File: src/rtl/spi_regs_pkg.sv
// spi_regs_pkg: shared state encoding, command bit positions and default dummy byte
package spi_regs_pkg;
  typedef enum logic [2:0] {IDLE, CMD, WR, RD, ERR} state_t;
  localparam int RW_BIT = 7;
  localparam logic [7:0] DUMMY_BYTE_DEF = 8'h00;
endpackage

File: src/rtl/sync_edge.sv
// sync_edge: 2-flop synchroniser with registered edge detect producing rise/fall pulses
module sync_edge #(
  parameter logic RST_VAL = 1'b0
) (
  input  logic clk,
  input  logic rst,
  input  logic d,
  output logic q,
  output logic rise,
  output logic fall
);
  logic s1, s2, s3;
  always_ff @(posedge clk or posedge rst)
    if (rst) {s1, s2, s3} <= {3{RST_VAL}};
    else {s1, s2, s3} <= {d, s1, s2};
  assign q = s2;
  assign rise = s2 & ~s3;
  assign fall = ~s2 & s3;
endmodule

File: src/rtl/spi_slave_regs.sv
// spi_slave_regs: SPI byte command decoder and register bank with auto-incrementing bursts.
// Optional SPI_SLAVE_REGS_STATUS_EN makes the top address a read-only rejected-command counter.
module spi_slave_regs
  import spi_regs_pkg::*;
#(
  parameter int ADDR_W = 4,
  parameter logic [7:0] DUMMY_BYTE = DUMMY_BYTE_DEF
) (
  input  logic                      sys_clk,
  input  logic                      sys_rst,
  input  logic                      cs,
  input  logic                      rx_valid,
  input  logic [7:0]                rx_data,
  output logic [7:0]                tx_data,
  output logic [8*(2**ADDR_W)-1:0]  reg_flat,
  output logic                      wr_pulse,
  output logic [ADDR_W-1:0]         wr_addr
);
  localparam int N = 2**ADDR_W;
  state_t state, state_n;
  logic [N-1:0][7:0] regs;
  logic [ADDR_W-1:0] ptr, ptr_inc, cmd_addr;
  logic cs_q, cs_rise, cs_fall, rx_ok, cmd_bad, wr_ok;
  logic [7:0] rd_cmd, rd_next;
  // Synchroniser resets low so a cs already low at reset release gives no frame start
  sync_edge #(.RST_VAL(1'b0)) u_cs (
    .clk(sys_clk), .rst(sys_rst), .d(cs), .q(cs_q), .rise(cs_rise), .fall(cs_fall)
  );
  assign rx_ok = rx_valid & ~cs_q & ~cs_fall;
  assign cmd_bad = (rx_data[6:0] >> ADDR_W) != 7'd0;
  assign cmd_addr = rx_data[ADDR_W-1:0];
  assign ptr_inc = ptr + 1'b1;
  assign reg_flat = regs;
`ifdef SPI_SLAVE_REGS_STATUS_EN
  localparam logic [ADDR_W-1:0] TOP = '1;
  logic [7:0] err_cnt;
  assign rd_cmd = (cmd_addr == TOP) ? err_cnt : regs[cmd_addr];
  assign rd_next = (ptr_inc == TOP) ? err_cnt : regs[ptr_inc];
  assign wr_ok = ptr != TOP;
  always_ff @(posedge sys_clk or posedge sys_rst)
    if (sys_rst) err_cnt <= 8'd0;
    else if (!cs_rise && rx_ok && state == CMD && cmd_bad && err_cnt != 8'hFF) err_cnt <= err_cnt + 8'd1;
`else
  assign rd_cmd = regs[cmd_addr];
  assign rd_next = regs[ptr_inc];
  assign wr_ok = 1'b1;
`endif
  always_comb begin
    state_n = state;
    if (cs_rise) state_n = IDLE;
    else if (cs_fall) state_n = CMD;
    else if (rx_ok && state == CMD) state_n = cmd_bad ? ERR : rx_data[RW_BIT] ? RD : WR;
  end
  always_ff @(posedge sys_clk or posedge sys_rst)
    if (sys_rst) state <= IDLE;
    else state <= state_n;
  always_ff @(posedge sys_clk or posedge sys_rst)
    if (sys_rst) begin
      regs <= '0;
      ptr <= '0;
      tx_data <= DUMMY_BYTE;
      wr_pulse <= 1'b0;
      wr_addr <= '0;
    end else begin
      wr_pulse <= 1'b0;
      if (cs_rise || cs_fall) tx_data <= DUMMY_BYTE;
      else if (rx_ok && state == CMD) begin
        ptr <= cmd_addr;
        tx_data <= (!cmd_bad && rx_data[RW_BIT]) ? rd_cmd : DUMMY_BYTE;
      end else if (rx_ok && state == WR) begin
        ptr <= ptr_inc;
        if (wr_ok) begin
          regs[ptr] <= rx_data;
          wr_pulse <= 1'b1;
          wr_addr <= ptr;
        end
      end else if (rx_ok && state == RD) begin
        ptr <= ptr_inc;
        tx_data <= rd_next;
      end
    end
endmodule
File: config.mk
export PLATFORM = sky130hd
export DESIGN_NAME = spi_slave_regs
export DESIGN_NICKNAME = d
export VERILOG_FILES = /design/src/rtl/spi_regs_pkg.sv /design/src/rtl/sync_edge.sv /design/src/rtl/spi_slave_regs.sv
export SDC_FILE = /design/constraint.sdc
export NUM_CORES = 1
export LEC_CHECK = 0
export ABC_AREA = 1
export BUFFER_PORTS_ARGS = -buffer_cell sky130_fd_sc_hd__clkbuf_2
export CAP_MARGIN = 40
export CORE_MARGIN = 2
export CORE_UTILIZATION = 36
export DETAILED_ROUTE_END_ITERATION = 8
export PLACE_DENSITY = 0.59
export SLEW_MARGIN = 5
export SYNTH_ARGS = -nofsm -noshare
export SYNTH_HDL_FRONTEND = slang
export SYNTH_SLANG_ARGS = --single-unit
File: constraint.sdc
create_clock -name sys_clk -period 8.9 [get_ports sys_clk]
set_input_delay 0 -clock sys_clk [delete_from_list [all_inputs] [get_ports sys_clk]]
set_output_delay 0 -clock sys_clk [all_outputs]
set_load 0.1 [all_outputs]
Yosys cells after proc, flatten, opt, wreduce, memory -nomap -nowiden
Index checks and enable logic that the tools add are counted.
{"block": "totals", "inputBits": 12, "out_inout_bits": 141, "register_bits": 151}
{"block": "classes", "reduce_logical": 14, "n_bitwise": 9, "n_eq_ne": 4, "mux": 23, "n_lt_le_gt_ge": 4, "addsub": 1}
{"cell": "128-bit bitwise mux", "count": 1}
{"cell": "8-bit binary-select mux with 4-bit select", "count": 2}
{"cell": "8-bit two-way mux", "count": 8}
{"cell": "8-bit demux with 4-bit select", "count": 1}
{"cell": "4-bit by 5-bit < comparator with 1-bit output (second input constant)", "count": 3}
{"cell": "3-bit two-way mux", "count": 4}
{"cell": "4-bit two-way mux", "count": 3}
{"cell": "3-bit nonzero test", "count": 3}
{"cell": "7-bit nonzero test", "count": 1}
{"cell": "3-bit by 2-bit equality test with 1-bit output (second input constant)", "count": 2}
{"cell": "1-bit logical AND", "count": 5}
{"cell": "1-bit NOT", "count": 5}
{"cell": "4-bit by 1-bit adder with 4-bit output (second input constant)", "count": 1}
{"cell": "1-bit bitwise AND", "count": 4}
{"cell": "4-bit by 1-bit greater-or-equal comparator with 1-bit output (second input constant)", "count": 1}
{"cell": "1-bit two-way mux", "count": 4}
{"cell": "2-bit AND reduction", "count": 2}
{"cell": "3-bit by 1-bit equality test with 1-bit output (second input constant)", "count": 1}
{"cell": "3-bit inequality test (second input constant)", "count": 1}
{"cell": "3-bit AND reduction", "count": 1}
{"cell": "1-bit logical NOT", "count": 1}
{"cell": "1-bit logical OR", "count": 1}

Depth between registers and ports, before layout
Gate-level depths: netlist (run 1).
{"block": "depth", "depth_word": 9, "depth_mapped": 14}

Modules after synthesis
A second synthesis (run 1) with hierarchy kept.
{"block": "hier_totals", "cells_unflattened": 1158, "area_unflattened_um2": 8146.6}
{"module": "spi_slave_regs", "instances": 1, "cells_each": 1150, "seq_area_each_um2": 3703.6, "area_per_inst_um2": 8052.7}
{"module": "sync_edge", "instances": 1, "cells_each": 8, "seq_area_each_um2": 75.1, "area_per_inst_um2": 93.8}

Worst setup path after synthesis (run 1)
Ideal clock, no wire load.
{"block": "synth_timing", "path_type": "reg-to-reg", "from": "reg ptr[0]", "to": "reg tx_data[7]", "slack_ps": 6541, "path_stages_with_launch": 15, "path_buffers": 4, "required_ps": 8780, "setup_ps": 120, "synth_period_minus_slack_ps": 2359, "arrival_time_ps": 2239, "cell_sequence": "dfrtp_1 -> inv_2 -> buf_2 -> buf_1 -> ha_1 -> clkbuf_1 -> inv_1 -> clkbuf_1 -> nand3_1 -> nand3_1 -> nand3_1 -> nand2_1 -> nand2_1 -> nand3_1 -> nand2_1"}
{"block": "synth_via", "elab_chain_cells": 7}
{"element": "from (decl)", "line": "spi_slave_regs.sv:22", "rtl": "logic [ADDR_W-1:0] ptr, ptr_inc, cmd_addr;"}
{"element": "from (signal assigned)", "line": "spi_slave_regs.sv:68", "rtl": "ptr <= cmd_addr;"}
{"element": "from (signal assigned)", "line": "spi_slave_regs.sv:71", "rtl": "ptr <= ptr_inc;"}
{"element": "from (signal assigned)", "line": "spi_slave_regs.sv:78", "rtl": "ptr <= ptr_inc;"}
{"element": "4-bit by 1-bit adder with 4-bit output", "line": "spi_slave_regs.sv:32", "rtl": "assign ptr_inc = ptr + 1'b1;"}
{"element": "8-bit binary-select mux with 4-bit select", "line": "spi_slave_regs.sv:45", "rtl": "assign rd_next = regs[ptr_inc];"}
{"element": "8-bit two-way mux (implied by the code)", "line": "spi_slave_regs.sv:45"}
{"element": "8-bit two-way mux", "line": "spi_slave_regs.sv:77", "rtl": "end else if (rx_ok && state == RD) begin"}
{"element": "8-bit two-way mux", "line": "spi_slave_regs.sv:70", "rtl": "end else if (rx_ok && state == WR) begin"}
{"element": "8-bit two-way mux", "line": "spi_slave_regs.sv:67", "rtl": "else if (rx_ok && state == CMD) begin"}
{"element": "8-bit two-way mux", "line": "spi_slave_regs.sv:66", "rtl": "if (cs_rise || cs_fall) tx_data <= DUMMY_BYTE;"}
{"element": "to (signal assigned)", "line": "spi_slave_regs.sv:69", "rtl": "tx_data <= (!cmd_bad && rx_data[RW_BIT]) ? rd_cmd : DUMMY_BYTE;"}
{"element": "to (signal assigned)", "line": "spi_slave_regs.sv:79", "rtl": "tx_data <= rd_next;"}
{"element": "to (decl)", "line": "spi_slave_regs.sv:14", "rtl": "output logic [7:0] tx_data,"}
No other way between the ends. The select of a mux whose other input is x is not followed.
A chain may end at the register's enable or synchronous reset.

Worst setup path in the final report (run 1)
{"block": "layout_timing", "from": "reg ptr[0]", "to": "reg tx_data[1]"}
Same word-level chain as after synthesis.

==> metrics.log, run 1 <==
INFO  metric internal_power = 1460 µW
INFO  metric cp-endpoint = tx_data[1]
INFO  metric irDropWorstVdd = 172 µV
INFO  metric min_path_type = input port to register
INFO  metric globalplace.congestion = 0.993
INFO  metric nFillCells = 2585
INFO  metric first_element_of_the_critical_path = ptr[0]
INFO  metric floorplan.core_area = 24400 µm²
INFO  metric synth.lib_cells_used.distinct = 31
INFO  metric die_footprint = 26200 µm²
INFO  metric die_w = 162 µm
INFO  metric critPathLaunchType = register
INFO  metric finalSetupTns = 0 ns
INFO  metric tritoncts = yes
INFO  metric maxCapViolCount = 0
INFO  metric seq_area_frac_synth = 42.2%
INFO  metric timing.critical_path.required = 9.27 ns
INFO  metric hold_viol_final = 0
INFO  metric synth_edf_count = 0
INFO  metric setup_ws = 5.94 ns
INFO  metric mappedNetlistNets = 1271
INFO  metric total_power_per_unit_cell_area = 248 nW/µm²
INFO  metric placed_cells = 1666
INFO  metric power_leakage = 0.00519 µW
INFO  metric gr_util_all_layers = 25.6%
INFO  metric worstSetupPathType = register to register
INFO  metric post_synth_inst_count = 1253
INFO  metric root_buffer = sky130_fd_sc_hd__clkbuf_16
INFO  metric number_of_antenna_violations_at_the_first_check_in_global_routing = 0
INFO  metric muxShareOfSynthArea = 0%
INFO  metric final_net_count = 1383
INFO  metric min_period_over_period = 33.3%
INFO  metric cts_buf_count = 17
INFO  metric p_switching = 1160 µW
INFO  metric largest_net_degree_at_the_start_of_global_routing = 88
INFO  metric r2r_setup_slk = 5.94 ns
INFO  metric grt_overflow_total = 0
INFO  metric clockBufferDepth = 2
INFO  metric clkPwrFrac = 30.1%
INFO  metric dp.final_hpwl = 24.1 mm
INFO  metric rsz0062_at_grt = no
INFO  metric reg2regPathDepth = 12
INFO  metric drtAntennaViolNets = 0
INFO  metric fin_crit = 2.96 ns
INFO  metric p_sw_share = 44.2%
INFO  metric share_of_layout_cells_above_drive_strength_1 = 20.0%
INFO  metric wirelength = 33.0 mm
INFO  metric final_max_slew_viol_count = 0
INFO  metric comb_power_share = 40.6%
INFO  metric insertedDiodeCount = 0
INFO  metric slew_headroom = 44.1%
INFO  metric synthesis.area_per_instance = 7.15 µm²
INFO  metric layoutNonFillerInstCount = 1702
INFO  metric final-setup-viol-count = 0
INFO  metric synth_xor_xnor_area_share = 0.195%
INFO  metric synth_top_family_by_area = simple AND/OR/NAND/NOR gates
INFO  metric synth_seq_cells = 151
INFO  metric number_of_clock_sinks = 151
INFO  metric synth_area_in_compound_gates = 10.6%
INFO  metric worst_r2r_endpoint = tx_data[1]
INFO  metric initialDrtViolationCount = 840
INFO  metric drt-wirelength-per-cell = 19.4 µm
INFO  metric drt-vias-per-instance = 5.23
INFO  metric port_buffers = 152
INFO  metric detailedRoute.firstPassIterationCount = 5
INFO  metric synthesized_area_fraction_occupied_by_and_or_nand_nor_cells = 35.8%
INFO  metric max_freq = 337 MHz
INFO  metric routed-via-count = 8899
INFO  metric worstMarginPinSlew = 0.839 ns
INFO  metric initial_utilization = 36.7%
INFO  metric cp_capture_type = register
INFO  metric top_level_ports = 153
INFO  metric placement_rows = 57
INFO  metric synth_area = 8960 µm²
INFO  metric insertion_delay = 0.44 ns
INFO  metric ys.flop_type = sky130_fd_sc_hd__dfrtp_1
INFO  metric synth.most_common_cell = sky130_fd_sc_hd__nand2_1
INFO  metric synth.top_cells.by_area = sky130_fd_sc_hd__dfrtp_1, sky130_fd_sc_hd__nand2_1, sky130_fd_sc_hd__nand3_1
INFO  metric first_global_vias = 8250
INFO  metric post-synth-top-area-fraction = 42.2%
INFO  metric worst_r2r_startpoint = ptr[0]
INFO  metric status = finished clean
INFO  metric area_growth_syn_to_layout = 17.7%
INFO  metric finalHoldWorstSlack = 0.0718 ns
INFO  metric die_y = 162 µm
INFO  metric grt_pass1_wl = 50.6 mm
INFO  metric cp_max_fo = 68
INFO  metric critical_path_arrival = 3.34 ns
INFO  metric placement_setup_slack = 5.98 ns
INFO  metric synth-async-reset-ratio = 100%
INFO  metric yosys-top-cells-count = sky130_fd_sc_hd__nand2_1, sky130_fd_sc_hd__nand3_1, sky130_fd_sc_hd__dfrtp_1
INFO  metric post_synth_top_area_cell = sky130_fd_sc_hd__dfrtp_1
INFO  metric route.detailed.drc = 0
INFO  metric cts_max_level = 4
INFO  metric synth-adder-area-share = 0.838%
INFO  metric reg_power_share = 29.3%
INFO  metric worst_setup_hold_path_clk_slew = 0.07 ns
INFO  metric ys_warn_count = 0
INFO  metric timing.clock.skew = 0.0127 ns
==> cell usage in the layout (no fill, tap or decap), types with 5 or more instances in the layout <==
| cell | count |
|---|---|
| sky130_fd_sc_hd__inv_1 | 119 |
| sky130_fd_sc_hd__nand3_4 | 5 |
| sky130_fd_sc_hd__clkbuf_16 | 17 |
| sky130_fd_sc_hd__a21oi_1 | 8 |
| sky130_fd_sc_hd__nand3_1 | 202 |
| sky130_fd_sc_hd__o22ai_1 | 5 |
| sky130_fd_sc_hd__nand2_1 | 502 |
| sky130_fd_sc_hd__inv_6 | 6 |
| sky130_fd_sc_hd__buf_4 | 9 |
| sky130_fd_sc_hd__clkbuf_2 | 152 |
| sky130_fd_sc_hd__o21ai_1 | 64 |
| sky130_fd_sc_hd__nand2_2 | 6 |
| sky130_fd_sc_hd__nand2_4 | 5 |
| sky130_fd_sc_hd__o21ai_2 | 47 |
| sky130_fd_sc_hd__dfrtp_1 | 150 |
| sky130_fd_sc_hd__nor2_1 | 8 |
| sky130_fd_sc_hd__o21ai_0 | 27 |
| sky130_fd_sc_hd__ha_1 | 6 |
==> how the worst min path moves through the flow <==
stage / cells past startpoint / endpoint / from
after global placement: 1 / u_cs.s1 / cs
after floorplan: 0 / u_cs.s1 / cs
after CTS: 3 / reg_flat[117] / rx_data[5]
after detailed placement: 1 / u_cs.s1 / cs
final: 3 / reg_flat[118] / rx_data[6]
after global routing: 3 / reg_flat[125] / rx_data[5]
==> metal layers <==
layer / vias up / share of wire (%) / wire [µm] / track usage, %
li1: 4220 / - / - / -
met1: 4211 / 44 / 14500 / 36.3
met2: 405 / 44 / 14700 / 38.3
met3: 63 / 8.5 / 2820 / 5.67
met4: 0 / 2.9 / 943 / 9.25
met5: - / 0 / 0 / 0
==> kinds of logic (layout without fill, tap and decap cells) <==
kind of cell | Yosys count | in the layout
flip-flops | 151 | 151
buffers and inverters | 204 | 329
adder cells (fa/ha/maj) | 6 | 6
AO/OA/AOI/OAI | 152 | 152
AND/OR/NAND/NOR | 738 | 738
XOR/XNOR | 2 | 2
==> power groups by stage <==
stage / sequential [µW] / clock [µW] / combinational, µW
final: 767 / 787 / 1060
after detailed placement: 779 / 0 / 1050
after global routing: 771 / 825 / 1160
after CTS: 766 / 793 / 1060
after floorplan: 888 / 0 / 664
after global placement: 779 / 0 / 1020
==> sequential cells by signal, indices dropped and copies added (netlist names) <==
name	cells
reg_flat	128
ptr	4
u_cs.s1	1
wr_addr	4
u_cs.s3	1
u_cs.q	1
wr_pulse	1
state	3
tx_data	8
==> stage by stage <==
step | cell area (µm²) | power [µW] | utilization, %
2_1_floorplan | 8960 | 1550 | -
3_3_place_gp | 9740 | 1800 | 40.0
3_5_place_dp | 9880 | 1830 | 40.5
4_1_cts | 10500 | 2620 | 43.2
5_1_grt | 10500 | 2760 | 43.2
6_report | 10500 | 2620 | 43.2
==> what timing repair did <==
| item | 4_1_cts | 5_1_grt |
|---|---|---|
| buffers inserted | 0 | 0 |
| gates resized for setup | 0 | 0 |
| hold endpoints to repair | 89 | 0 |
| hold buffers | 4 | 0 |
==> final cells by class <==
class | count | area, µm² | area share [%]
clock buffer | 18 | 429 | 4.07
tap | 324 | 405 | 3.84
timing repair buffer | 171 | 1010 | 9.56
clock inverter | 14 | 195 | 1.85
sequential | 151 | 3780 | 35.8
multi-input combinational | 898 | 4250 | 40.3
inverter | 126 | 483 | 4.58
==> worst max-delay path: stages (launching register included) <==
cell	delay [ns]
sky130_fd_sc_hd__dfrtp_2	0.34
sky130_fd_sc_hd__buf_4	0.55
sky130_fd_sc_hd__ha_1	0.35
sky130_fd_sc_hd__inv_1	0.11
sky130_fd_sc_hd__nand2_1	0.08
sky130_fd_sc_hd__nand2_1	0.44
sky130_fd_sc_hd__inv_2	0.49
sky130_fd_sc_hd__nand3_1	0.14
sky130_fd_sc_hd__nand3_1	0.13
sky130_fd_sc_hd__nand2_1	0.06
sky130_fd_sc_hd__nand2_1	0.06
sky130_fd_sc_hd__nand3_1	0.08
sky130_fd_sc_hd__nand2_1	0.06
(Power assumes the default switching activity.)
==> run 2: changes to the inputs <==
==> constraint.sdc (replaced) <==
create_clock -name sys_clk -period 3 [get_ports sys_clk]
set_input_delay 0 -clock sys_clk [delete_from_list [all_inputs] [get_ports sys_clk]]
set_output_delay 0 -clock sys_clk [all_outputs]
set_load 0.1 [all_outputs]
==> run 2 against run 1 <==
- routed wire length shrank 1.7%
- sequential power increased to 3.0 times the previous value
- clock power rose to 2.8 times the previous value
- via count shrank 0.80%
- clock skew is 0.0016 ns lower
- cell area is 1.1% higher
- worst hold slack got worse by 0.049 ns
- worst setup slack lost 5.2 ns
- first-iteration DRC count grew 20%
- total power rose to 3.0 times the previous value
- critical path depth shrank 2
- clock-buffer cell count fell by 1
- critical endpoint is now reg_flat[112]
- largest cell class unchanged
- highest routed layer unchanged
==> metrics.log, run 2 (synthesized netlist as in run 1, its figures left out) <==
INFO  metric status = finished clean
INFO  metric placed_cell_area = 10000 µm² (+1.5%)
INFO  metric power_leakage = 0.00525 µW (+1.2%)
INFO  metric critical_path_arrival = 2.61 ns (-0.73 ns)
INFO  metric min_path_type = input port to register
INFO  metric total_power_per_unit_cell_area = 746 nW/µm² (+200%)
INFO  metric grt_overflow_total = 0 (unchanged)
INFO  metric worst_setup_hold_path_clk_slew = 0.07 ns (about the same)
INFO  metric globalplace.congestion = 0.998 (+0.53%)
INFO  metric r2r_setup_slk = 0.69 ns (-5.24 ns)
INFO  metric irDropWorstVdd = 347 µV (+100%)
INFO  metric critPathLaunchType = register
INFO  metric area_growth_syn_to_layout = 19.0%
INFO  metric largest_register_ffs = 128 (unchanged)
INFO  metric min_period_over_period = 76.9% (+44 points)
INFO  metric number_of_clock_sinks = 151 (unchanged)
INFO  metric first_global_vias = 7934 (-3.8%)
INFO  metric die_footprint = 26200 µm² (unchanged)
INFO  metric p_total = 7950 µW (+200%)
INFO  metric max_freq = 433 MHz (+28%)
INFO  metric placed_cells = 1678 (+0.72%)
INFO  metric largest_net_degree_at_the_start_of_global_routing = 74 (-16%)
INFO  metric initialDrtViolationCount = 1011 (+20%)
INFO  metric gr_util_all_layers = 25.1% (-0.52 points)
INFO  metric floorplan.core_area = 24400 µm² (unchanged)
INFO  metric number_of_antenna_violations_at_the_first_check_in_global_routing = 0 (unchanged)
INFO  metric placement_rows = 57 (unchanged)
INFO  metric root_buffer = sky130_fd_sc_hd__clkbuf_16
INFO  metric drt-vias-per-instance = 5.15 (-1.5%)
INFO  metric fin_crit = 2.31 ns (-0.656 ns)
INFO  metric cts_buf_count = 17 (unchanged)
INFO  metric layout.cells.most_common_list = sky130_fd_sc_hd__nand2_1, sky130_fd_sc_hd__nand3_1, sky130_fd_sc_hd__clkbuf_2, sky130_fd_sc_hd__dfrtp_1, sky130_fd_sc_hd__inv_1
INFO  metric die_w = 162 µm (unchanged)
INFO  metric cp_capture_type = register
INFO  metric finalSetupTns = 0 ns (unchanged)
INFO  metric slew_headroom = 49.1% (+5.0 points)
INFO  metric maxCapViolCount = 0 (unchanged)
INFO  metric insertion_delay = 0.44 ns (about the same)
INFO  metric insertedDiodeCount = 0 (unchanged)
INFO  metric worstMarginPinSlew = 0.763 ns (-0.0761 ns)
INFO  metric initial_utilization = 36.7% (unchanged)
INFO  metric tritoncts = yes
INFO  metric cp_max_fo = 16 (-76%)
INFO  metric share_of_layout_cells_above_drive_strength_1 = 20.7% (+0.76 points)
INFO  metric top_level_ports = 153 (unchanged)
INFO  metric final_max_slew_viol_count = 0 (unchanged)
INFO  metric dp.final_hpwl = 23.6 mm (-2.0%)
INFO  metric timing.critical_path.required = 3.30 ns (-5.97 ns)
INFO  metric final_net_count = 1395 (+0.87%)
INFO  metric timing.clock.skew = 0.0111 ns (-0.00155 ns)
INFO  metric port_buffers = 152 (unchanged)
INFO  metric most_common_library_cell_in_the_layout_ignoring_fill_and_taps = sky130_fd_sc_hd__nand2_1
INFO  metric die_y = 162 µm (unchanged)
INFO  metric finalInstanceArea = 10700 µm² (+1.1%)
INFO  metric cts_max_level = 4 (unchanged)
INFO  metric wirelength = 32.4 mm (-1.7%)
INFO  metric grt_pass1_wl = 49.7 mm (-1.7%)
INFO  metric worstSetupPathType = register to register
INFO  metric route.detailed.drc = 0 (unchanged)
INFO  metric multi_input_area = 4250 µm² (unchanged)
INFO  metric postCtsResizedCells = 0 (unchanged)
INFO  metric detailedRoute.firstPassIterationCount = 6 (+1)
INFO  metric clockBufferDepth = 2 (unchanged)
INFO  metric seq_area = 3780 µm² (unchanged)
INFO  metric nFillCells = 2498 (-3.4%)
INFO  metric routed-via-count = 8828 (-0.80%)
INFO  metric hold_viol_final = 0 (unchanged)
INFO  metric layoutNonFillerInstCount = 1714 (+0.71%)
INFO  metric drtAntennaViolNets = 0 (unchanged)
INFO  metric rsz0062_at_grt = no
INFO  metric final-setup-viol-count = 0 (unchanged)
INFO  metric drt-wirelength-per-cell = 18.9 µm (-2.3%)
run 2: repair_timing:
action / 4_1_cts / 5_1_grt
endpoints found under the setup margin: 0 / 0
hold buffers: 4 / 0
buffers inserted: 0 / 0
hold endpoints to repair: 154 / 0
run 2: power by group:
group          switching (µW)  internal, µW
sequential                166          2120
clock                     989          1250
combinational            2520           905
total                    3680          4270
run 2: final timing paths:
kind,from,endpoint,depth (start not counted)
setup reg to reg,u_cs.q,reg_flat[112],10
hold reg to reg,u_cs.s1,u_cs.q,0
setup / recovery,u_cs.q,reg_flat[112],10
max in group asynchronous,sys_rst,wr_pulse,4
hold / removal,rx_data[4],reg_flat[116],3
min in group asynchronous,sys_rst,reg_flat[103],4
run 2: routing by layer:
metal  part of all wire [%]  up-vias  wire length [µm]  track usage, %
met2                     44      375             14200            36.6
li1                       -     4249                 -               -
met1                     47     4155             15200            38.0
met4                    2.1        0               690            7.32
met5                      0        -                 0               0
met3                    7.1       49              2310            4.16
run 2: critical path, cell delays in order (launching register included):
cell and delay (ns):
sky130_fd_sc_hd__dfrtp_1 0.44, sky130_fd_sc_hd__inv_1 0.07, sky130_fd_sc_hd__ha_1 0.21, sky130_fd_sc_hd__inv_1 0.07
sky130_fd_sc_hd__nand2_1 0.07, sky130_fd_sc_hd__nor2_2 0.15, sky130_fd_sc_hd__nand3_4 0.26, sky130_fd_sc_hd__nor2_4 0.29
sky130_fd_sc_hd__nand3_2 0.35, sky130_fd_sc_hd__nand2_1 0.20, sky130_fd_sc_hd__o21ai_2 0.07
run 2: final cells by class:
type                            instances  area share (%)
Sequential cell                       151            35.4
Clock inverter                         15            1.60
Tap cell                              324            3.80
Timing Repair Buffer                  183            10.8
Multi-Input combinational cell        898            39.8
Clock buffer                           17            3.99
Inverter                              126            4.52
run 2: per-stage QoR:
stage | util [%] | hold WS [ns] | setup WS [ns]
after floorplan | - | 0.0314 | 0.641
after global placement | 40.5 | 0.118 | 0.761
after CTS | 43.7 | 0.0558 | 0.669
final | 43.7 | 0.0233 | 0.693
after global routing | 43.7 | 0.0524 | 0.475
after detailed placement | 41.1 | 0.111 | 0.684
==> run 3: changes to the inputs <==
--- a/config.mk
+++ b/config.mk
@@ -5,13 +5,13 @@
 export SDC_FILE = /design/constraint.sdc
 export NUM_CORES = 1
 export LEC_CHECK = 0
-export ABC_AREA = 1
+export ABC_AREA = 0
 export BUFFER_PORTS_ARGS = -buffer_cell sky130_fd_sc_hd__clkbuf_2
 export CAP_MARGIN = 40
 export CORE_MARGIN = 2
 export CORE_UTILIZATION = 36
 export DETAILED_ROUTE_END_ITERATION = 8
-export PLACE_DENSITY = 0.59
+export PLACE_DENSITY = 0.62
 export SLEW_MARGIN = 5
 export SYNTH_ARGS = -nofsm -noshare
 export SYNTH_HDL_FRONTEND = slang
==> constraint.sdc (replaced) <==
create_clock -name sys_clk -period 2.1 [get_ports sys_clk]
set_input_delay 0 -clock sys_clk [delete_from_list [all_inputs] [get_ports sys_clk]]
set_output_delay 0 -clock sys_clk [all_outputs]
set_load 0.1 [all_outputs]
==> run 3 against run 2 <==
- the run now ends with negative setup slack left
- final cell count down 40%
- clock-buffer cell count increased by 3
- sequential share of layout area up 0.78 points
- highest routed layer unchanged
- sequential power rose by 34%
- largest power group is now clock
- combinational power fell by 30%
- worst setup slack worse by 0.75 ns
==> metrics.log, run 3 <==
INFO  metric initialDrtViolationCount = 412 (-59%)
INFO  metric critPathLaunchType = register
INFO  metric final-setup-viol-count = 43 (+43)
INFO  metric layoutNonFillerInstCount = 1022 (-40%)
INFO  metric die_w = 153 µm (-5.7%)
INFO  metric wirelength = 25.5 mm (-21%)
INFO  metric post_synth_inst_count = 535 (-57%)
INFO  metric root_buffer = sky130_fd_sc_hd__clkbuf_16
INFO  metric ys.flop_type = sky130_fd_sc_hd__dfrtp_1
INFO  metric slew_headroom = 54.9% (+5.8 points)
INFO  metric worst_setup_hold_path_clk_slew = 0.06 ns (about the same)
INFO  metric maxCapViolCount = 0 (unchanged)
INFO  metric synth.top_cells.by_area = sky130_fd_sc_hd__dfrtp_1, sky130_fd_sc_hd__mux4_2, sky130_fd_sc_hd__mux2_2
INFO  metric share_of_layout_cells_above_drive_strength_1 = 64.0% (+43 points)
INFO  metric min_period_over_period = 103% (+26 points)
INFO  metric gr_util_all_layers = 22.5% (-2.5 points)
INFO  metric placement_rows = 54 (-5.3%)
INFO  metric first_global_vias = 6262 (-21%)
INFO  metric comb_power_share = 28.0% (-15 points)
INFO  metric post-synth-top-area-fraction = 47.6% (+5.4 points)
INFO  metric irDropWorstVdd = 587 µV (+69%)
INFO  metric post_synth_top_area_cell = sky130_fd_sc_hd__dfrtp_1
INFO  metric clkPwrFrac = 36.5% (+8.4 points)
INFO  metric p_switching = 2740 µW (-26%)
INFO  metric routed-via-count = 5914 (-33%)
INFO  metric critical_path.top_delay_family = simple AND/OR/NAND/NOR gates
INFO  metric die_y = 153 µm (-5.7%)
INFO  metric grt_overflow_total = 0 (unchanged)
INFO  metric setup_ws = -0.0525 ns (-0.745 ns)
INFO  metric route.detailed.drc = 0 (unchanged)
INFO  metric die_footprint = 23300 µm² (-11%)
INFO  metric finalHoldWorstSlack = 0.0715 ns (+0.0482 ns)
INFO  metric largest_register_ffs = 128 (unchanged)
INFO  metric grt_pass1_wl = 40.1 mm (-19%)
INFO  metric most_common_library_cell_in_the_layout_ignoring_fill_and_taps = sky130_fd_sc_hd__clkbuf_2
INFO  metric largest_net_degree_at_the_start_of_global_routing = 63 (-15%)
INFO  metric mappedNetlistNets = 553 (-56%)
INFO  metric insertedDiodeCount = 0 (unchanged)
INFO  metric cp_max_fo = 8 (-8)
INFO  metric placement_setup_slack = -0.0906 ns (-0.775 ns)
INFO  metric ys_warn_count = 0 (unchanged)
INFO  metric p_sw_share = 31.7% (-15 points)
INFO  metric final_net_count = 748 (-46%)
INFO  metric crit_buf_inv = 2 (unchanged)
INFO  metric initial_utilization = 36.5% (-0.24 points)
INFO  metric cts_buf_count = 17 (unchanged)
INFO  metric min_path_type = input port to asynchronous set/reset pin
INFO  metric floorplan.core_area = 21800 µm² (-11%)
INFO  metric cp_capture_type = register
INFO  metric reg_power_share = 35.5% (+6.7 points)
INFO  metric final_max_slew_viol_count = 0 (unchanged)
INFO  metric synth_seq_cells = 151 (unchanged)
INFO  metric worstSetupPathType = register to register
INFO  metric finalInstanceArea = 10400 µm² (-2.1%)
INFO  metric synth-async-reset-ratio = 100% (unchanged)
INFO  metric yosys-top-cells-count = sky130_fd_sc_hd__dfrtp_1, sky130_fd_sc_hd__mux2_2, sky130_fd_sc_hd__mux4_2
INFO  metric violated_checks = negative setup slack
INFO  metric timing.clock.skew = 0.0152 ns (+0.00407 ns)
INFO  metric drtAntennaViolNets = 0 (unchanged)
INFO  metric p_total = 8630 µW (+8.6%)
INFO  metric cts_max_level = 4 (unchanged)
INFO  metric insertion_delay = 0.43 ns (about the same)
INFO  metric synth_edf_count = 0 (unchanged)
INFO  metric globalplace.congestion = 0.922 (-7.6%)
INFO  metric max_freq = 465 MHz (+7.2%)
INFO  metric number_of_clock_sinks = 151 (unchanged)
INFO  metric rsz0062_at_grt = yes
INFO  metric placed_cells = 974 (-42%)
INFO  metric power_leakage = 0.00515 µW (-2.0%)
INFO  metric detailedRoute.firstPassIterationCount = 4 (-2)
INFO  metric critical-path-slowest-cell = sky130_fd_sc_hd__dfrtp_1
INFO  metric number_of_antenna_violations_at_the_first_check_in_global_routing = 0 (unchanged)
INFO  metric synth.most_common_cell = sky130_fd_sc_hd__dfrtp_1
INFO  metric total_power_per_unit_cell_area = 827 nW/µm² (+11%)
INFO  metric critical_path.most_common_cell = sky130_fd_sc_hd__nor3b_4
INFO  metric synth.lib_cells_used.distinct = 34 (+9.7%)
INFO  metric clockBufferDepth = 2 (unchanged)
INFO  metric timing.critical_path.required = 2.41 ns (-0.89 ns)
INFO  metric port_buffers = 152 (unchanged)
INFO  metric critical_path_arrival = 2.46 ns (-0.15 ns)
INFO  metric dp.final_hpwl = 18.5 mm (-22%)
INFO  metric internal_power = 5900 µW (+38%)
INFO  metric timing.critical_path.slowest_cell_delay = 0.34 ns (-0.10 ns)
INFO  metric drt-vias-per-instance = 5.79 (+12%)
INFO  metric fin_crit = 2.15 ns (-0.155 ns)
INFO  metric worstMarginPinSlew = 0.677 ns (-0.0862 ns)
INFO  metric critical_path.cell_chain = inv_1 > ha_2 > nor4b_4 > nor3b_4 > nor3b_4 > buf_6 > nand2_8 > mux2_4
INFO  metric worst_r2r_startpoint = u_cs.q
INFO  metric reg2regPathDepth = 8 (-2)
INFO  metric tritoncts = yes
INFO  metric synth_area = 7940 µm² (-11%)
INFO  metric r2r_setup_slk = -0.05 ns (-0.75 ns)
INFO  metric top_level_ports = 153 (unchanged)
INFO  metric area_growth_syn_to_layout = 31.4%
INFO  metric drt-wirelength-per-cell = 24.9 µm (+32%)
INFO  metric synthesis.area_per_instance = 14.8 µm² (+110%)
INFO  metric layout.cells.most_common_list = sky130_fd_sc_hd__clkbuf_2, sky130_fd_sc_hd__dfrtp_1, sky130_fd_sc_hd__mux2_2, sky130_fd_sc_hd__mux4_2, sky130_fd_sc_hd__buf_4
INFO  metric worst_r2r_endpoint = reg_flat[15]
INFO  metric hold_viol_final = 0 (unchanged)
INFO  metric seq_area_frac_synth = 47.6% (+5.4 points)
INFO  metric placed_cell_area = 9540 µm² (-4.8%)
INFO  metric status = complete, but fails checks
## run 3: cell type report
class	count	area (µm²)
Inverter	7	32.5
Tap cell	280	350
Multi-Input combinational cell	338	4220
Fill cell	1926	11300
Clock buffer	20	447
Clock inverter	11	150
Timing Repair Buffer	215	1450
Sequential cell	151	3780
## run 3: metal layers
layer	vias to the layer above	GRT usage (%)	wire length, µm
met5	-	0	0
li1	2456	-	-
met2	258	34.7	12100
met4	0	6.92	486
met3	33	5.12	1730
met1	3167	32.1	11200
## run 3: worst register-to-register path, cell delays in order, from the launching register on
cell and delay, ns:
sky130_fd_sc_hd__dfrtp_1 0.34, sky130_fd_sc_hd__inv_1 0.05, sky130_fd_sc_hd__ha_2 0.19, sky130_fd_sc_hd__nor4b_4 0.24
sky130_fd_sc_hd__nor3b_4 0.33, sky130_fd_sc_hd__nor3b_4 0.31, sky130_fd_sc_hd__buf_6 0.18, sky130_fd_sc_hd__nand2_8 0.09
sky130_fd_sc_hd__mux2_4 0.33
## run 3: worst max-delay path by stage
stage            from           end  cells after the start
2_1_floorplan  u_cs.q  reg_flat[28]                      7
3_3_place_gp   u_cs.q  reg_flat[28]                      7
3_5_place_dp   u_cs.q  reg_flat[28]                      7
4_1_cts        u_cs.q  reg_flat[15]                      8
5_1_grt        u_cs.q  reg_flat[15]                      8
6_report       u_cs.q  reg_flat[15]                      8
## run 3: power by group through the flow
stage	Clock (µW)	Combinational (µW)	Sequential (µW)
after global placement	0	2180	3110
after CTS	3200	2300	3070
after detailed placement	0	2210	3120
after global routing	3320	2520	3070
after floorplan	0	1310	3380
final	3150	2410	3070
## run 3: timing repair
action / 4_1_cts / 5_1_grt
resized for setup: 17 / 26
setup endpoints to repair: 106 / 136
setup buffers: 9 / 6
hold buffers: 2 / 0
pin swaps: 2 / 4
endpoints found under the hold margin: 152 / 0
## run 3: kinds of logic after synthesis
family,after synthesis,synth area share (%)
and+or+nand+nor,60,4.66
muxes,222,40.3
adders and majority gates,6,0.945
AOI/OAI and AO/OA,48,3.88
DFF,151,47.6
xor gates and xnor gates,2,0.221
buffers and inverters,46,2.39
## run 3: stage by stage
stage               utilization, %  TNS, ns
finish                        48.0   -0.724
detailed placement            43.9    -3.24
CTS                           47.4   -0.198
floorplan                        -   -18.96
global route                  48.0   -10.77
global placement              43.9    -2.78
